$ cat src/rtl/pq_pkg.sv
// pq_pkg: shared types and constants for the priority-queue front end.
//   pq_op_e      - per-requester operation code (2 bits)
//   arb_state_e  - access FSM states
//   PQ_EMPTY_VALUE - slot value the queue treats as "no entry"; enqueuing it
//                    would corrupt the heap, so such requests are rejected.
package pq_pkg;

  typedef enum logic [1:0] {
    PEEK    = 2'b00,
    ENQ     = 2'b01,
    DEQ     = 2'b10,
    REPLACE = 2'b11
  } pq_op_e;

  typedef enum logic [1:0] {
    ARB    = 2'd0,
    ISSUE  = 2'd1,
    SETTLE = 2'd2
  } arb_state_e;

  localparam int PQ_EMPTY_VALUE = 0;

endpackage

$ cat src/rtl/rr_arbiter.sv
// rr_arbiter: combinational round-robin pick.
//   req     - candidate vector (already qualified by the caller)
//   ptr     - highest-priority index this cycle
//   gnt     - one-hot grant (zero when no candidate)
//   gnt_idx - binary index of the grant
//   gnt_any - at least one candidate present
// The scan starts at ptr and wraps N-1 -> 0; the pointer register lives
// with the caller.
module rr_arbiter #(
  parameter int N = 4
) (
  input  logic [N-1:0]         req,
  input  logic [$clog2(N)-1:0] ptr,
  output logic [N-1:0]         gnt,
  output logic [$clog2(N)-1:0] gnt_idx,
  output logic                 gnt_any
);

  localparam int IW = $clog2(N);

  always_comb begin
    int k;
    k       = 0;
    gnt     = '0;
    gnt_idx = '0;
    gnt_any = 1'b0;
    for (int i = 0; i < N; i++) begin
      k = int'(ptr) + i;
      if (k >= N) k = k - N;
      if (!gnt_any && req[k]) begin
        gnt[k]  = 1'b1;
        gnt_idx = IW'(k);
        gnt_any = 1'b1;
      end
    end
  end

endmodule

$ cat src/rtl/pq_access_arbiter.sv
// pq_access_arbiter: shares one pipelined register-tree priority queue among
// NUM_REQ requesters.
//   i_CLK, i_RSTn            - clock, async active-low reset
//   i_req_valid/op/data      - per-requester request (op k at [2k+1:2k])
//   o_req_ready              - one-hot, combinational accept (ARB only)
//   o_rsp_valid/id/data/err  - one response per accepted request, cycle after
//   o_pq_wrt/read/data       - one-cycle queue strobes
//   i_pq_full/empty/data     - queue status and current root
// After any strobe the FSM idles SETTLE_CYCLES so the tree can re-heapify.
module pq_access_arbiter
  import pq_pkg::*;
#(
  parameter int NUM_REQ       = 4,
  parameter int DATA_WIDTH    = 16,
  parameter int SETTLE_CYCLES = 2
) (
  input  logic                            i_CLK,
  input  logic                            i_RSTn,
  input  logic [NUM_REQ-1:0]              i_req_valid,
  input  logic [2*NUM_REQ-1:0]            i_req_op,
  input  logic [DATA_WIDTH*NUM_REQ-1:0]   i_req_data,
  output logic [NUM_REQ-1:0]              o_req_ready,
  output logic                            o_rsp_valid,
  output logic [$clog2(NUM_REQ)-1:0]      o_rsp_id,
  output logic [DATA_WIDTH-1:0]           o_rsp_data,
  output logic                            o_rsp_err,
  output logic                            o_pq_wrt,
  output logic                            o_pq_read,
  output logic [DATA_WIDTH-1:0]           o_pq_data,
  input  logic                            i_pq_full,
  input  logic                            i_pq_empty,
  input  logic [DATA_WIDTH-1:0]           i_pq_data
);

  localparam int IW          = $clog2(NUM_REQ);
  localparam int CW          = (SETTLE_CYCLES > 1) ? $clog2(SETTLE_CYCLES) : 1;
  localparam int SETTLE_LOAD = (SETTLE_CYCLES > 0) ? SETTLE_CYCLES - 1 : 0;

  typedef struct packed {
    logic          valid;
    logic [IW-1:0] id;
    logic          err;
    logic          use_root;  // response carries the live root (not ENQ)
  } rsp_t;

  logic [NUM_REQ-1:0][1:0]            op_a;
  logic [NUM_REQ-1:0][DATA_WIDTH-1:0] data_a;
  logic [NUM_REQ-1:0]                 cand;
  logic [NUM_REQ-1:0]                 gnt;
  logic [IW-1:0]                      gnt_idx;
  logic                               gnt_any;

  arb_state_e      state_q, state_d;
  logic [CW-1:0]   cnt_q;
  logic [IW-1:0]   rr_ptr_q;
  rsp_t            rsp_q;
  logic            wrt_q, read_q;
  logic [DATA_WIDTH-1:0] pq_data_q;

  assign op_a   = i_req_op;
  assign data_a = i_req_data;

  // Ineligible requesters drop out of the candidate set so they never block
  // others; they simply stay valid until the flags allow them.
  for (genvar k = 0; k < NUM_REQ; k++) begin : g_elig
    assign cand[k] = i_req_valid[k] &
                     ((op_a[k] == ENQ) ? !i_pq_full  :
                      (op_a[k] == DEQ) ? !i_pq_empty : 1'b1);
  end

  rr_arbiter #(.N(NUM_REQ)) u_rr (
    .req     (cand),
    .ptr     (rr_ptr_q),
    .gnt     (gnt),
    .gnt_idx (gnt_idx),
    .gnt_any (gnt_any)
  );

  logic                  accept;
  pq_op_e                gop;
  logic [DATA_WIDTH-1:0] gdata;
  logic                  rej, wrt_d, read_d;

  assign accept      = (state_q == ARB) && gnt_any;
  assign o_req_ready = (state_q == ARB) ? gnt : '0;
  assign gop         = pq_op_e'(op_a[gnt_idx]);
  assign gdata       = data_a[gnt_idx];
  assign rej         = (gop == ENQ) && (gdata == DATA_WIDTH'(PQ_EMPTY_VALUE));
  assign wrt_d       = ((gop == ENQ) && !rej) || (gop == REPLACE);
  assign read_d      = (gop == DEQ) || (gop == REPLACE);

  // Issue stage: strobes and response metadata for one cycle after accept.
  always_ff @(posedge i_CLK or negedge i_RSTn) begin
    if (!i_RSTn) begin
      rsp_q     <= '0;
      wrt_q     <= 1'b0;
      read_q    <= 1'b0;
      pq_data_q <= '0;
      rr_ptr_q  <= '0;
    end else begin
      rsp_q     <= '0;
      wrt_q     <= 1'b0;
      read_q    <= 1'b0;
      pq_data_q <= '0;
      if (accept) begin
        rsp_q.valid    <= 1'b1;
        rsp_q.id       <= gnt_idx;
        rsp_q.err      <= rej;
        rsp_q.use_root <= (gop != ENQ);
        wrt_q          <= wrt_d;
        read_q         <= read_d;
        pq_data_q      <= wrt_d ? gdata : '0;
        rr_ptr_q       <= (gnt_idx == IW'(NUM_REQ - 1)) ? '0 : gnt_idx + 1'b1;
      end
    end
  end

  // The queue acts on the strobe edge at the end of the issue cycle, so the
  // root seen during the issue cycle is still the pre-op value.
  assign o_rsp_valid = rsp_q.valid;
  assign o_rsp_id    = rsp_q.id;
  assign o_rsp_err   = rsp_q.err;
  assign o_rsp_data  = rsp_q.use_root ? i_pq_data : '0;
  assign o_pq_wrt    = wrt_q;
  assign o_pq_read   = read_q;
  assign o_pq_data   = pq_data_q;

  always_ff @(posedge i_CLK or negedge i_RSTn) begin
    if (!i_RSTn) begin
      state_q <= ARB;
      cnt_q   <= '0;
    end else begin
      state_q <= state_d;
      if (state_q == ISSUE && state_d == SETTLE)
        cnt_q <= CW'(SETTLE_LOAD);
      else if (state_q == SETTLE && cnt_q != '0)
        cnt_q <= cnt_q - 1'b1;
    end
  end

  always_comb begin
    state_d = state_q;
    unique case (state_q)
      ARB:    if (accept) state_d = ISSUE;
      ISSUE:  state_d = ((wrt_q || read_q) && SETTLE_CYCLES > 0) ? SETTLE : ARB;
      SETTLE: if (cnt_q == '0) state_d = ARB;
      default: state_d = ARB;
    endcase
  end

endmodule

$ cat config.mk
export PLATFORM = sky130hd
export DESIGN_NAME = pq_access_arbiter
export DESIGN_NICKNAME = d
export VERILOG_FILES = /design/src/rtl/pq_pkg.sv /design/src/rtl/rr_arbiter.sv /design/src/rtl/pq_access_arbiter.sv
export SDC_FILE = /design/constraint.sdc
export NUM_CORES = 1
export LEC_CHECK = 0
export CORE_UTILIZATION = 37
export CTS_CLUSTER_DIAMETER = 150
export CTS_CLUSTER_SIZE = 16
export DETAILED_ROUTE_END_ITERATION = 8
export GPL_TIMING_DRIVEN = 0
export PLACE_DENSITY_LB_ADDON = 0.15
export REMOVE_ABC_BUFFERS = 1
export SLEW_MARGIN = 25
export SYNTH_ARGS = -nofsm -noshare
export SYNTH_HDL_FRONTEND = slang
export SYNTH_HIERARCHICAL = 1
export SYNTH_SLANG_ARGS = --single-unit
$ cat constraint.sdc
create_clock -name i_CLK -period 4.6 [get_ports i_CLK]
set_input_delay 0.46 -clock i_CLK [delete_from_list [all_inputs] [get_ports i_CLK]]
set_output_delay 0.46 -clock i_CLK [all_outputs]
set_load 0.02 [all_outputs]
# --- Yosys cells after proc, flatten, opt, wreduce, memory -nomap -nowiden ---
# Cells that the tools add are included.
# W data, S select, Z words.
totals:
  ff_bits: 28
  in_bits: 96
  output_inout_bits: 42
  word_cells: 141
op_classes:
  addsub: 9
  n_lt_le_gt_ge: 13
  eq_ne: 16
  muxes: 62
  bitwise_logic: 7
  reduce_logical: 24
op_table:
  columns: ["cell", "n"]
  rows:
  - ["$ge A32 B1 Y1 const B", 4]
  - ["$lt A32 B4 Y1 const B", 4]
  - ["$mux W32", 4]
  - ["$ge A32 B4 Y1 const B", 3]
  - ["$sub A32 B4 Y32 const B", 3]
  - ["$mux W16", 4]
  - ["$bmux W16 S2", 1]
  - ["$mux W1", 28]
  - ["$mux W4", 5]
  - ["$eq A2 B2 Y1 const B", 9]
  - ["$mux W2", 9]
  - ["$logic_not A16 Y1", 1]
  - ["$eq A2 B1 Y1 const B", 6]
  - ["$logic_and A1 B1 Y1", 12]
  - ["$or A4 B4 Y4", 3]
  - ["$bmux W1 S2", 4]
  - ["$demux W1 S2", 4]
  - ["$add A2 B2 Y3 const B", 2]
  - ["$logic_not A1 Y1", 6]
  - ["$pmux W2 S3", 1]
  - ["$mux W5", 1]
  - ["$and A1 B1 Y1", 4]
  - ["$bmux W2 S2", 1]
  - ["$sub A2 B3 Y4 const B", 1]
  - ["other kinds (9)", 11]

# --- Longest topological paths before layout ---
# Gate-level depths: netlist of run 1.
depth:
  depth_word: 26
  depth_mapped: 14
  mapped_depth_nobuf: 10

# --- Hierarchy ---
# The synthesis of run 1 kept the hierarchy.
by_module_without_submodules:
  columns: ["module", "n_inst", "cells_each", "area_each_um2", "seq_area_each_um2"]
  rows:
  - ["pq_access_arbiter", 1, 132, 1650.3, 700.7]
  - ["rr_arbiter", 1, 48, 460.4, 0.0]

# --- Least setup slack after synthesis of run 1 ---
# OpenSTA, ideal clock, no wires.
synth_timing:
  path_type: "in2reg"
  start: "input port i_req_op[5]"
  end: "register wrt_q, in the netlist o_pq_wrt"
  setup_time_ns: 0.119
  arrival_time_ns: 3.286
  t_required_ns: 4.481
  setup_slack_ns: 1.195
  cell_stages: 10
  path_buffers: 2
  cell_sequence: "nand3b_1 -> o211a_1 -> mux4_1 -> clkbuf_1 -> o31ai_1 -> buf_6 -> mux4_1 -> nor4_1 -> nand3_1 -> o21ba_1"
synth_between:
  elab_chain_len: 25
  word_cells_on_any_way: 44
  cone_classes: "eq/ne (4); mux (27); bitwise (1); reduce/logical (12)"
synth_lines:
  columns: ["item", "line", "source"]
  rows:
  - ["from (decl)", "pq_access_arbiter.sv:20", "input logic [2*NUM_REQ-1:0] i_req_op,"]
  - ["$eq A2 B2 Y1", "pq_access_arbiter.sv:68", "(op_a[k] == DEQ) ? !i_pq_empty : 1'b1);"]
  - ["$mux W1", "pq_access_arbiter.sv:68", null]
  - ["$mux W1 (*)", "pq_access_arbiter.sv:67", "((op_a[k] == ENQ) ? !i_pq_full :"]
  - ["$and A1 B1 Y1 (*)", "pq_access_arbiter.sv:66", "assign cand[k] = i_req_valid[k] &"]
  - ["named net cand[2]", "pq_access_arbiter.sv:48", "logic [NUM_REQ-1:0] cand;"]
  - ["$bmux W1 S2", "rr_arbiter.sv:30", "if (!gnt_any && req[k]) begin"]
  - ["$mux W1 (implied by the code) (2 in series)", "rr_arbiter.sv:30", null]
  - ["$mux W1", "rr_arbiter.sv:30", null]
  - ["[... 9 more ...]", null, null]
  - ["named net gnt_idx[0]", "pq_access_arbiter.sv:50", "logic [IW-1:0] gnt_idx;"]
  - ["$bmux W16 S2 or $bmux W2 S2 (tied branches)", "pq_access_arbiter.sv:87, pq_access_arbiter.sv:86", null]
  - ["$mux W16 (implied by the code) or $mux W2 (tied branches)", "pq_access_arbiter.sv:87, pq_access_arbiter.sv:86", null]
  - ["$logic_not A16 Y1 or $eq A2 B1 Y1 (tied branches)", "pq_access_arbiter.sv:88, pq_access_arbiter.sv:89", null]
  - ["$logic_and A1 B1 Y1", "pq_access_arbiter.sv:88", "assign rej = (gop == ENQ) && (gdata == DATA_WIDTH'(PQ_EMPTY_VALUE));"]
  - ["$logic_not A1 Y1", "pq_access_arbiter.sv:89", "assign wrt_d = ((gop == ENQ) && !rej) || (gop == REPLACE);"]
  - ["$logic_and A1 B1 Y1", "pq_access_arbiter.sv:89", null]
  - ["$logic_or A1 B1 Y1 (*)", "pq_access_arbiter.sv:89", null]
  - ["$mux W1 (*)", "pq_access_arbiter.sv:105", "if (accept) begin"]
  - ["to (signal assigned)", "pq_access_arbiter.sv:110", "wrt_q <= wrt_d;"]
  - ["to (decl)", "pq_access_arbiter.sv:57", "logic wrt_q, read_q;"]
# The timed path passes the listed nets; every way through them passes the cells marked *. The select of a mux whose other input is x is not followed.
# A chain may end at the register's enable or synchronous reset.

# --- Worst setup path in the final report of run 1 ---
layout_timing:
  start: "register rr_ptr_q[0]"
  end: "register wrt_q, in the netlist o_pq_wrt"
layout_between:
  elab_chain_len: 23
  word_cells_on_any_way: 54
  cone_classes: "add/sub (7); order compare (4); eq/ne (2); mux (29); reduce/logical (12)"
layout_lines:
  columns: ["item", "line", "source"]
  rows:
  - ["from (decl)", "pq_access_arbiter.sv:55", "logic [IW-1:0] rr_ptr_q;"]
  - ["from (signal assigned)", "pq_access_arbiter.sv:113", "rr_ptr_q <= (gnt_idx == IW'(NUM_REQ - 1)) ? '0 : gnt_idx + 1'b1;"]
  - ["branches (longest 14 deep; another with $sub A32 B4 Y32)", null, null]
  - ["$mux W2 (*)", "rr_arbiter.sv:30", null]
  - ["named net gnt_idx[0]", "pq_access_arbiter.sv:50", null]
  - ["$bmux W16 S2 or $bmux W2 S2 (tied branches)", "pq_access_arbiter.sv:87, pq_access_arbiter.sv:86", null]
  - ["$mux W16 (implied by the code) or $mux W2 (tied branches)", "pq_access_arbiter.sv:87, pq_access_arbiter.sv:86", null]
  - ["$logic_not A16 Y1 or $eq A2 B1 Y1 (tied branches)", "pq_access_arbiter.sv:88, pq_access_arbiter.sv:89", null]
  - ["$logic_and A1 B1 Y1", "pq_access_arbiter.sv:88", null]
  - ["$logic_not A1 Y1", "pq_access_arbiter.sv:89", null]
  - ["$logic_and A1 B1 Y1", "pq_access_arbiter.sv:89", null]
  - ["$logic_or A1 B1 Y1 (*)", "pq_access_arbiter.sv:89", null]
  - ["$mux W1 (*)", "pq_access_arbiter.sv:105", null]
# Mark *: on every way through the listed nets, which the timed path passes. The select of a mux whose other input is x is not followed.

==> results.md, run 1 <==
- Status: finished clean
- EDFF count, synth: 0
- Slowest CP cell: dfrtp_1
- GRT Total Usage: 0.183
- Placeable Area: 0.00551 mm2
- Total wire length: 5.61 mm
- Max Clock Freq: 247 MHz
- RSZ-0062 raised after global routing: no
- Post-synth ARST share: 1.00
- Reg2Reg Depth: 11
- Multi-input logic area: 0.00132 mm2
- First-pass GRT wire length: 8.71 mm
- Cell breakdown of the critical path: inv_1, ha_1, mux4_2, and2b_2, o21ai_0, o31ai_4, buf_6, mux4_1, nor4_1, nand3_1, o21ba_1
- Number of diodes: 0
- Die Ht: 77.5 um
- Layout cells sized above 1: 0.0900
- Row count: 27
- Seq cells post-synth: 28
- Post-Synth Simple-Gate Area: 0.195
- H-tree depth: 1
- DRT Pass-1 Iters: 4
- Worst EP arrival: 4.22 ns
- Cell Pwr Density: 615 mW/mm2
- Main synth FF type: dfrtp_1
- HPWL Detailed: 4.62 mm
- Congestion Overflow GR: 0
- Worst Setup Path Type: flop to flop
- Mux cell area share after synthesis: 0.270
- Worst-margin pin slew: 0.588 ns
- # IOs: 138
- Stages on the worst setup path: 11
- Fin. Hold Viols: 0
- CTS tree: built
- Mapped Cells: 180
- Vias: 2,003
- Setup TNS: 0 ns
- Die Span X: 77.5 um
- Initial antenna violation count: 0
- CP max stage delay: 0.72 ns
- VDD IR max: 0.000374 V
- Placed Area: 0.00353 mm2
- Hold WC Path Type: input port to async pin
- Nets: 417
- # setup viols final: 0
- Ys Warns: 6
- Initial Util: 0.383
- Hold slack final: 0.173 ns
- Vias/cell: 5.23
- Req. time, crit path: 4.77 ns
- DRC: 0
- Clk root buf: clkbuf_8
- Buffers & Inverters on Critical Path: 2
- Post-CTS Setup Inserts: 0
- Post-route cell area: 0.00360 mm2
- Post-Syn Area: 0.00211 mm2
- Area Growth Syn to Fin: 70.7%
- Distinct cells, synth: 32
- CP top delay family: multiplexers
- Fillers: 433
- Min Clock Period, post-route: 4.05 ns
- Setup crit end kind: flop
- Vias in the first global route: 1,917
- Max-slew headroom: 0.608
- Clock Latency Late Sink: 0.27 ns
- XOR/XNOR Fraction of Synth Area: 0
- Port bufs: 137
- GPL Wtd Cong: 0.759
- Main combinational cell family by area after synthesis: multiplexers
- Die Area: 0.00601 mm2
- Num CTS Buffers: 3
- Clock Path Buffers: 2
- Seq/Total Area, Yosys: 0.332
- Register Area: 701 um2
- Final ANT Viol Nets: 0
- Overall Power: 2220 uW
- Fin crit share: 0.879
- Clock-pin slew on the worst setup and hold paths: 0.09 ns
- Skew final: 0.00718 ns
- Detail-routed net length per standard cell: 14.7 um
- Fin. max-slew vios: 0
- Startpoint types: flop
- Compound-gate portion of the synthesized area: 0.0990
- Initial DRC Count: 37
- Crit-path max FO: 15
- Pleak: 0.00153 uW
- Max-cap violations: 0
- Largest net degree at the start of global routing: 29
- Synth Area in Adders: 0.0533
- Sink Count: 28
- Mean Syn Cell Area: 11.7 um2
-- area by class of cell --
| type | count | area share |
|---|---|---|
| repair buffers | 139 | 0.387 |
| inverters | 8 | 0.00834 |
| flip-flops and latches | 28 | 0.195 |
| multi-input cells | 132 | 0.366 |
| well taps | 72 | 0.0250 |
| clock inverters | 1 | 0.00834 |
| clock buffers | 3 | 0.0115 |
-- cell families (layout without fill, tap and decap cells) --
family / count (synthesis) / after routing
AOI/OAI and AO/OA: 29 / 29
adders and majority gates: 9 / 9
buffers and inverters: 20 / 151
DFF: 28 / 28
muxes: 26 / 26
and+or+nand+nor: 68 / 68
-- where the power goes --
| group | internal, uW | switching (uW) | leakage [uW] | total [uW] |
|---|---|---|---|---|
| logic | 845 | 787 | 0.00113 | 1630 |
| registers | 324 | 71.3 | 0.000368 | 395 |
| clock network | 117 | 73.6 | 0.0000357 | 190 |
-- metrics by stage --
stage | std cells | utilization | setup slack (ns)
3_3_place_gp | 377 | 0.635 | -2.24
4_1_cts | 383 | 0.654 | 0.263
5_1_grt | 383 | 0.654 | 0.278
2_1_floorplan | 168 | - | -0.682
3_5_place_dp | 379 | 0.641 | -0.0449
6_report | 383 | 0.654 | 0.555
-- cell usage after synthesis, types with 2 or more instances --
cell | count | area (um2)
buf_4 | 2 | 15.0
nor4_1 | 4 | 25.0
buf_6 | 3 | 33.8
ha_1 | 9 | 113
o21ai_0 | 7 | 35.0
and3_1 | 18 | 113
inv_1 | 8 | 30.0
o211a_1 | 4 | 40.0
a21oi_1 | 3 | 15.0
mux2_2 | 3 | 33.8
and2_1 | 20 | 125
dfrtp_1 | 28 | 701
nor3_1 | 3 | 15.0
nand2_1 | 9 | 33.8
buf_2 | 2 | 10.0
mux4_1 | 8 | 210
o31ai_1 | 2 | 15.0
nand3b_1 | 5 | 37.5
nor2_1 | 5 | 18.8
mux4_2 | 14 | 315
a22oi_1 | 8 | 60.1
clkbuf_1 | 5 | 18.8
-- path summary, 6_finish.rpt --
kind / from / to / slack [ns]
max in group asynchronous: i_RSTn / o_pq_data[8]$_DFF_PN0_ / 4.03
min in group i_CLK: cnt_q$_DFFE_PN0P_ / cnt_q$_DFFE_PN0P_ / 0.52
worst max-delay path: rr_ptr_q[0]$_DFFE_PN0P_ / o_pq_wrt$_DFF_PN0_ / 0.55
worst min register to register: cnt_q$_DFFE_PN0P_ / cnt_q$_DFFE_PN0P_ / 0.52
worst min-delay path: i_RSTn / o_pq_data[14]$_DFF_PN0_ / 0.17
worst max register to register: rr_ptr_q[0]$_DFFE_PN0P_ / o_pq_wrt$_DFF_PN0_ / 0.55
-- per-layer routing --
layer | global-route usage | wire length (um) | up-vias
met4 | 0.0434 | 74 | 0
met2 | 0.340 | 2920 | 100
met1 | 0.216 | 2240 | 945
li1 | - | - | 952
met3 | 0.0341 | 378 | 6
met5 | 0 | 0 | -
-- registers in the layout, indices dropped and copies added (netlist names) --
register	cells
rr_ptr_q	2
rsp_q	1
o_pq_data	16
o_rsp_err	1
cnt_q	1
o_rsp_id	2
o_pq_read	1
o_rsp_valid	1
o_pq_wrt	1
state_q	2
-- layout by cell type, fill, tap and decap left out --
cell,n
bufinv_16,1
and2b_2,1
nor2_1,5
a22oi_1,8
mux4_2,14
mux4_1,8
and2_1,20
clkdlybuf4s50_1,136
o21ai_0,7
mux2_2,3
clkbuf_8,3
nor3_1,3
buf_8,1
nor4b_4,1
a32o_2,1
dfrtp_1,28
o31ai_4,1
nand3b_1,5
buf_2,1
a21oi_1,3
a21o_1,1
and3_1,18
o311ai_0,1
o21ba_1,1
nor4_1,4
nand2_1,9
inv_1,8
buf_6,1
mux2i_1,1
ha_1,9
nand3_1,1
o211a_1,4
o31ai_1,1
o211ai_1,1
nand2b_1,1
-- what timing repair did --
item                                    4_1_cts  5_1_grt
endpoints found under the setup margin        0        2
gates resized for setup                       0        1
hold buffers                                  0        0
hold endpoints to repair                      0        0
(Power assumes the default switching activity.)
==> run 2, diff against run 1 <==
==> constraint.sdc (replaced) <==
create_clock -name i_CLK -period 4.6 [get_ports i_CLK]
set_input_delay 0.69 -clock i_CLK [delete_from_list [all_inputs] [get_ports i_CLK]]
set_output_delay 0.69 -clock i_CLK [all_outputs]
set_load 0.02 [all_outputs]
==> run 2 against run 1 <==
Clock-buffer cell count is the same. Utilization down 0.068 points. Non-clock buffer count unchanged. Setup slack worse by 0.24 ns. Register-to-register slack hardly changed. Routed wire length hardly changed. Hold slack gained 0.23 ns. Clock skew barely moved. First-iteration DRC count shrank 2.7%. Global-route usage stayed put. Die area is the same.
==> results.md, run 2 (same netlist as run 1, synthesis figures left out) <==
- Status: finished clean (unchanged)
- Setup crit end kind: primary output (was flop)
- Initial Util: 0.383 (unchanged)
- Min Clock Period, post-route: 4.29 ns (was 4.05 ns)
- Multi-input logic area: 0.00131 mm2 (was 0.00132 mm2)
- Cell breakdown of the critical path: clkdlybuf4s50_1, nand2_1, o211a_1, mux4_2, nor4b_4, a22oi_1, o21ai_0, and2_1, clkdlybuf4s50_1 (was inv_1, ha_1, mux4_2, and2b_2, o21ai_0, o31ai_4, buf_6, mux4_1, nor4_1, nand3_1, o21ba_1)
- CP max stage delay: 0.65 ns (was 0.72 ns)
- Req. time, crit path: 3.91 ns (was 4.77 ns)
- Max Clock Freq: 233 MHz (was 247 MHz)
- Cts hold-fix bufs: 0 (unchanged)
- Vias in the first global route: 1,917 (unchanged)
- Worst Setup Path Type: input port to primary output (was flop to flop)
- FF-to-FF End: o_pq_wrt$_DFF_PN0_ (unchanged)
- Sink Count: 28 (unchanged)
- First-pass GRT wire length: 8.71 mm (unchanged)
- Pleak: 0.00153 uW (about the same)
- Hold WC Path Type: input port to async pin (unchanged)
- Die Span X: 77.5 um (unchanged)
- Final worst setup slack: 0.311 ns (was 0.555 ns)
- Fin. Hold Viols: 0 (unchanged)
- Clock-pin slew on the worst setup and hold paths: 0.09 ns (about the same)
- DRC: 0 (unchanged)
- Post-route cell area: 0.00360 mm2 (about the same)
- Max-cap violations: 0 (unchanged)
- Clk root buf: clkbuf_8 (unchanged)
- Nets: 417 (unchanged)
- Row count: 27 (unchanged)
- Fin crit share: 0.932 (was 0.879)
- Commonest non-fill, non-tap cell in the layout: clkdlybuf4s50_1 (unchanged)
- Overall Power: 2220 uW (about the same)
- Clock Latency Late Sink: 0.27 ns (about the same)
- Clock Path Buffers: 2 (unchanged)
- Fillers: 435 (was 433)
- # setup viols final: 0 (unchanged)
- RR Startpoint: rr_ptr_q[0]$_DFFE_PN0P_ (unchanged)
- Startpoint types: input port (was flop)
- Post-CTS Resized: 0 (unchanged)
- Worst-margin pin slew: 0.591 ns (was 0.588 ns)
- Layout cells sized above 1: 0.0932 (was 0.0900)
- HPWL Detailed: 4.62 mm (unchanged)
- Largest net degree at the start of global routing: 29 (unchanged)
- Dpl ws: -0.275 ns (was -0.0449 ns)
- Reg2Reg Depth: 11 (unchanged)
- Die Area: 0.00601 mm2 (unchanged)
- Total wire length: 5.62 mm (was 5.61 mm)
- Number of diodes: 0 (unchanged)
- Placeable Area: 0.00551 mm2 (unchanged)
- Skew final: 0.00719 ns (was 0.00718 ns)
- Crit-path max FO: 13 (was 15)
- RSZ-0062 raised after global routing: no (unchanged)
- Area Growth Syn to Fin: 70.5% (was 70.7%)
- Die Ht: 77.5 um (unchanged)
- CP top delay family: buffers and inverters (was multiplexers)
- Final ANT Viol Nets: 0 (unchanged)
- Vias/cell: 5.22 (was 5.23)
- Vias: 2,000 (was 2,003)
- Most common cell on crit path: clkdlybuf4s50_1
- Initial antenna violation count: 0 (unchanged)
- Cell Pwr Density: 617 mW/mm2 (was 615 mW/mm2)
- GPL Wtd Cong: 0.759 (unchanged)
- # IOs: 138 (unchanged)
- Fin. max-slew vios: 0 (unchanged)
- DRT Pass-1 Iters: 4 (unchanged)
- Most frequent cells in the layout: clkdlybuf4s50_1, dfrtp_1, and2_1, and3_1, mux4_2 (unchanged)
- Worst EP arrival: 3.60 ns (was 4.22 ns)
- Placed Area: 0.00353 mm2 (unchanged)
- Finished Layout Cells: 383 (unchanged)
- H-tree depth: 1 (unchanged)
- R2R setup slack: 0.55 ns (about the same)
- VDD IR max: 0.000374 V (about the same)
- Congestion Overflow GR: 0 (unchanged)
- Cell count after placement: 379 (unchanged)
- Detail-routed net length per standard cell: 14.7 um (about the same)
- Port bufs: 137 (unchanged)
- CTS tree: built (unchanged)
- Buffers & Inverters on Critical Path: 2 (unchanged)
- Largest register FFs: 16 (unchanged)
- Crit path from: i_pq_empty (was rr_ptr_q[0]$_DFFE_PN0P_)
- GRT Total Usage: 0.183 (unchanged)
- Max-slew headroom: 0.606 (was 0.608)
- Num CTS Buffers: 3 (unchanged)
- Post-CTS Setup Inserts: 0 (unchanged)
- Initial DRC Count: 36 (was 37)
- Slowest CP cell: mux4_2 (was dfrtp_1)
- Register Area: 701 um2 (unchanged)
- Hold slack final: 0.403 ns (was 0.173 ns)
-- run 2: where the power goes --
group	internal, uW	switching [uW]	total [uW]
Combinational	846	788	1630
Sequential	324	71.6	395
Clock	117	73.6	190
-- run 2: worst max-delay path by stage --
stage / to / slack, ns / depth (start not counted)
after global routing: o_req_ready[0] / 0.17 / 9
after global placement: o_pq_wrt$_DFF_PN0_ / -2.47 / 9
final: o_req_ready[0] / 0.31 / 9
after detailed placement: o_pq_wrt$_DFF_PN0_ / -0.27 / 10
after CTS: o_pq_wrt$_DFF_PN0_ / 0.03 / 10
after floorplan: o_pq_wrt$_DFF_PN0_ / -0.91 / 8
-- run 2: worst register-to-register path: stages, from the launching register on --
cell and delay, ns:
dfrtp_1 0.73, inv_1 0.21, ha_1 0.41, mux4_2 0.45
and2b_2 0.31, o21ai_0 0.15, o31ai_4 0.13, buf_6 0.22
mux4_1 0.60, nor4_1 0.39, nand3_1 0.15, o21ba_1 0.20
-- run 2: stage by stage --
| step | util | setup TNS, ns |
|---|---|---|
| floorplan | - | -12.84 |
| global placement | 0.635 | -46.42 |
| detailed placement | 0.641 | -0.500 |
| CTS | 0.654 | 0 |
| global route | 0.653 | 0 |
| finish | 0.653 | 0 |
-- run 2: layout make-up --
| class | count | area share |
|---|---|---|
| flip-flops and latches | 28 | 0.195 |
| well taps | 72 | 0.0250 |
| repair buffers | 139 | 0.387 |
| inverters | 8 | 0.00834 |
| clock buffers | 3 | 0.0115 |
| clock inverters | 1 | 0.00834 |
| multi-input cells | 132 | 0.365 |
-- run 2: layer usage --
layer / GRT usage / part of all wire
met5: 0 / 0
met3: 0.0341 / 0.067
met4: 0.0434 / 0.013
met2: 0.340 / 0.52
met1: 0.216 / 0.40
==> run 3, diff against run 2 <==
==> constraint.sdc (replaced) <==
create_clock -name i_CLK -period 4.4 [get_ports i_CLK]
set_input_delay 0.66 -clock i_CLK [delete_from_list [all_inputs] [get_ports i_CLK]]
set_output_delay 0.66 -clock i_CLK [all_outputs]
set_load 0.02 [all_outputs]
==> run 3 against run 2 <==
Design area stayed put. Register-to-register slack lost 0.20 ns. Die area stayed put. Non-clock buffer count stayed put. Global-route usage about the same. Utilization stayed put. Routed wire length is 0.53% lower. Critical endpoint unchanged.
==> results.md, run 3 (same netlist as run 1, synthesis figures left out) <==
- Status: finished clean (unchanged)
- Cell Pwr Density: 644 mW/mm2 (was 617 mW/mm2)
- DRT Pass-1 Iters: 4 (unchanged)
- Worst-margin pin slew: 0.591 ns (about the same)
- Max Clock Freq: 236 MHz
- RR Startpoint: rr_ptr_q[0]$_DFFE_PN0P_ (unchanged)
- Reg2Reg Depth: 11 (unchanged)
- Commonest non-fill, non-tap cell in the layout: clkdlybuf4s50_1 (unchanged)
- Overall Power: 2320 uW (was 2220 uW)
- # setup viols final: 0 (unchanged)
- Largest register FFs: 16 (unchanged)
- VDD IR max: 0.000391 V (was 0.000374 V)
- Fin. Hold Viols: 0 (unchanged)
- Worst EP arrival: 3.57 ns (was 3.60 ns)
- Initial DRC Count: 42 (was 36)
- Detail-routed net length per standard cell: 14.6 um (was 14.7 um)
- Max-slew headroom: 0.606 (about the same)
- Largest net degree at the start of global routing: 29 (unchanged)
- Hold slack final: 0.372 ns (was 0.403 ns)
- Worst Setup Path Type: input port to primary output (unchanged)
- RSZ-0062 raised after global routing: no (unchanged)
- Pleak: 0.00153 uW (unchanged)
- Vias: 1,996 (was 2,000)
- H-tree depth: 1 (unchanged)
- Vias in the first global route: 1,925 (was 1,917)
- HPWL Detailed: 4.62 mm (unchanged)
- Clock Latency Late Sink: 0.28 ns (was 0.27 ns)
- Die Span X: 77.5 um (unchanged)
- Row count: 27 (unchanged)
- Max-cap violations: 0 (unchanged)
- First-pass GRT wire length: 8.74 mm (was 8.71 mm)
- Fin crit share: 0.961
- R2R setup slack: 0.35 ns (was 0.55 ns)
- Setup TNS: 0 ns (unchanged)
- GPL Wtd Cong: 0.759 (unchanged)
- Hold WC Path Type: input port to async pin (unchanged)
- Clock-pin slew on the worst setup and hold paths: 0.09 ns (about the same)
- Initial antenna violation count: 0 (unchanged)
- Final ANT Viol Nets: 0 (unchanged)
- Startpoint types: input port (unchanged)
- Most frequent cells in the layout: clkdlybuf4s50_1, dfrtp_1, and2_1, and3_1, mux4_2 (unchanged)
- Area Growth Syn to Fin: 70.5% (unchanged)
- Sink Count: 28 (unchanged)
- # IOs: 138 (unchanged)
- Clock Path Buffers: 2 (unchanged)
- Number of diodes: 0 (unchanged)
- CTS tree: built (unchanged)
- Initial Util: 0.383 (unchanged)
- Num CTS Buffers: 3 (unchanged)
- Die Area: 0.00601 mm2 (unchanged)
- Fin. max-slew vios: 0 (unchanged)
- Req. time, crit path: 3.74 ns (was 3.91 ns)
- Crit-path max FO: 13 (unchanged)
- Nets: 417 (unchanged)
- Placeable Area: 0.00551 mm2 (unchanged)
- Congestion Overflow GR: 0 (unchanged)
- Vias/cell: 5.21 (was 5.22)
- DRC: 0 (unchanged)
- Layout cells sized above 1: 0.0932 (unchanged)
- Die Ht: 77.5 um (unchanged)
- Layout Utilization: 0.653 (unchanged)
- Skew final: 0.00724 ns (was 0.00719 ns)
- Clk root buf: clkbuf_8 (unchanged)
- GRT Total Usage: 0.183 (about the same)
- Total wire length: 5.59 mm (was 5.62 mm)
- FF-to-FF End: o_pq_wrt$_DFF_PN0_ (unchanged)
- Min Clock Period, post-route: 4.23 ns
- Cts hold-fix bufs: 0 (unchanged)
- Setup crit end kind: primary output (unchanged)
- Port bufs: 137 (unchanged)
[run 3: cell counts in the layout (fill, tap and decap cells not counted)]
No cell type changed its count.
[run 3: metal layers]
| layer | track usage | vias to the layer above | share of wire |
|---|---|---|---|
| li1 | - | 951 | - |
| met1 | 0.215 | 941 | 0.40 |
| met2 | 0.342 | 96 | 0.52 |
| met3 | 0.0341 | 8 | 0.062 |
| met4 | 0.0434 | 0 | 0.016 |
| met5 | 0 | - | 0 |
[run 3: power breakdown]
group	switching (uW)	leakage [uW]	internal [uW]
clock network	77.9	0.0000357	122
logic	819	0.00112	884
registers	74.7	0.000368	338
[run 3: worst max-delay path, stage by stage]
cell             delay [ns]
clkdlybuf4s50_1        0.53
nand2_1                0.07
o211a_1                0.26
mux4_2                 0.65
nor4b_4                0.45
a22oi_1                0.12
o21ai_0                0.09
and2_1                 0.13
clkdlybuf4s50_1        0.59
[run 3: how the worst max path moves through the flow]
stage	start	to	slack, ns	cells past startpoint
after floorplan	i_req_op[5]	o_pq_wrt$_DFF_PN0_	-1.08	8
after global placement	i_pq_empty	o_pq_wrt$_DFF_PN0_	-2.64	9
after detailed placement	i_pq_empty	o_pq_wrt$_DFF_PN0_	-0.44	10
after CTS	i_pq_empty	o_req_ready[0]	0.01	9
after global routing	i_pq_empty	o_req_ready[0]	0.03	9
final	i_pq_empty	o_req_ready[0]	0.17	9
[run 3: repair_timing]
action,CTS,global route
gates resized for setup,1,1
cloned,0,0
setup buffers,0,0
endpoints found under the setup margin,2,6
[run 3: metrics by stage]
| stage | area (um2) | worst slack, ns | cells |
|---|---|---|---|
| 2_1_floorplan | 2030 | -1.08 | 168 |
| 3_3_place_gp | 3490 | -2.64 | 377 |
| 3_5_place_dp | 3530 | -0.445 | 379 |
| 4_1_cts | 3600 | 0.0134 | 383 |
| 5_1_grt | 3600 | 0.0312 | 383 |
| 6_report | 3600 | 0.171 | 383 |
[run 3: final cells by class]
type / instances / area, um2
repair buffers: 139 / 1390
multi-input cells: 132 / 1310
clock buffers: 3 / 41.3
well taps: 72 / 90.1
inverters: 8 / 30.0
fillers: 435 / 1910
clock inverters: 1 / 30.0
flip-flops and latches: 28 / 701
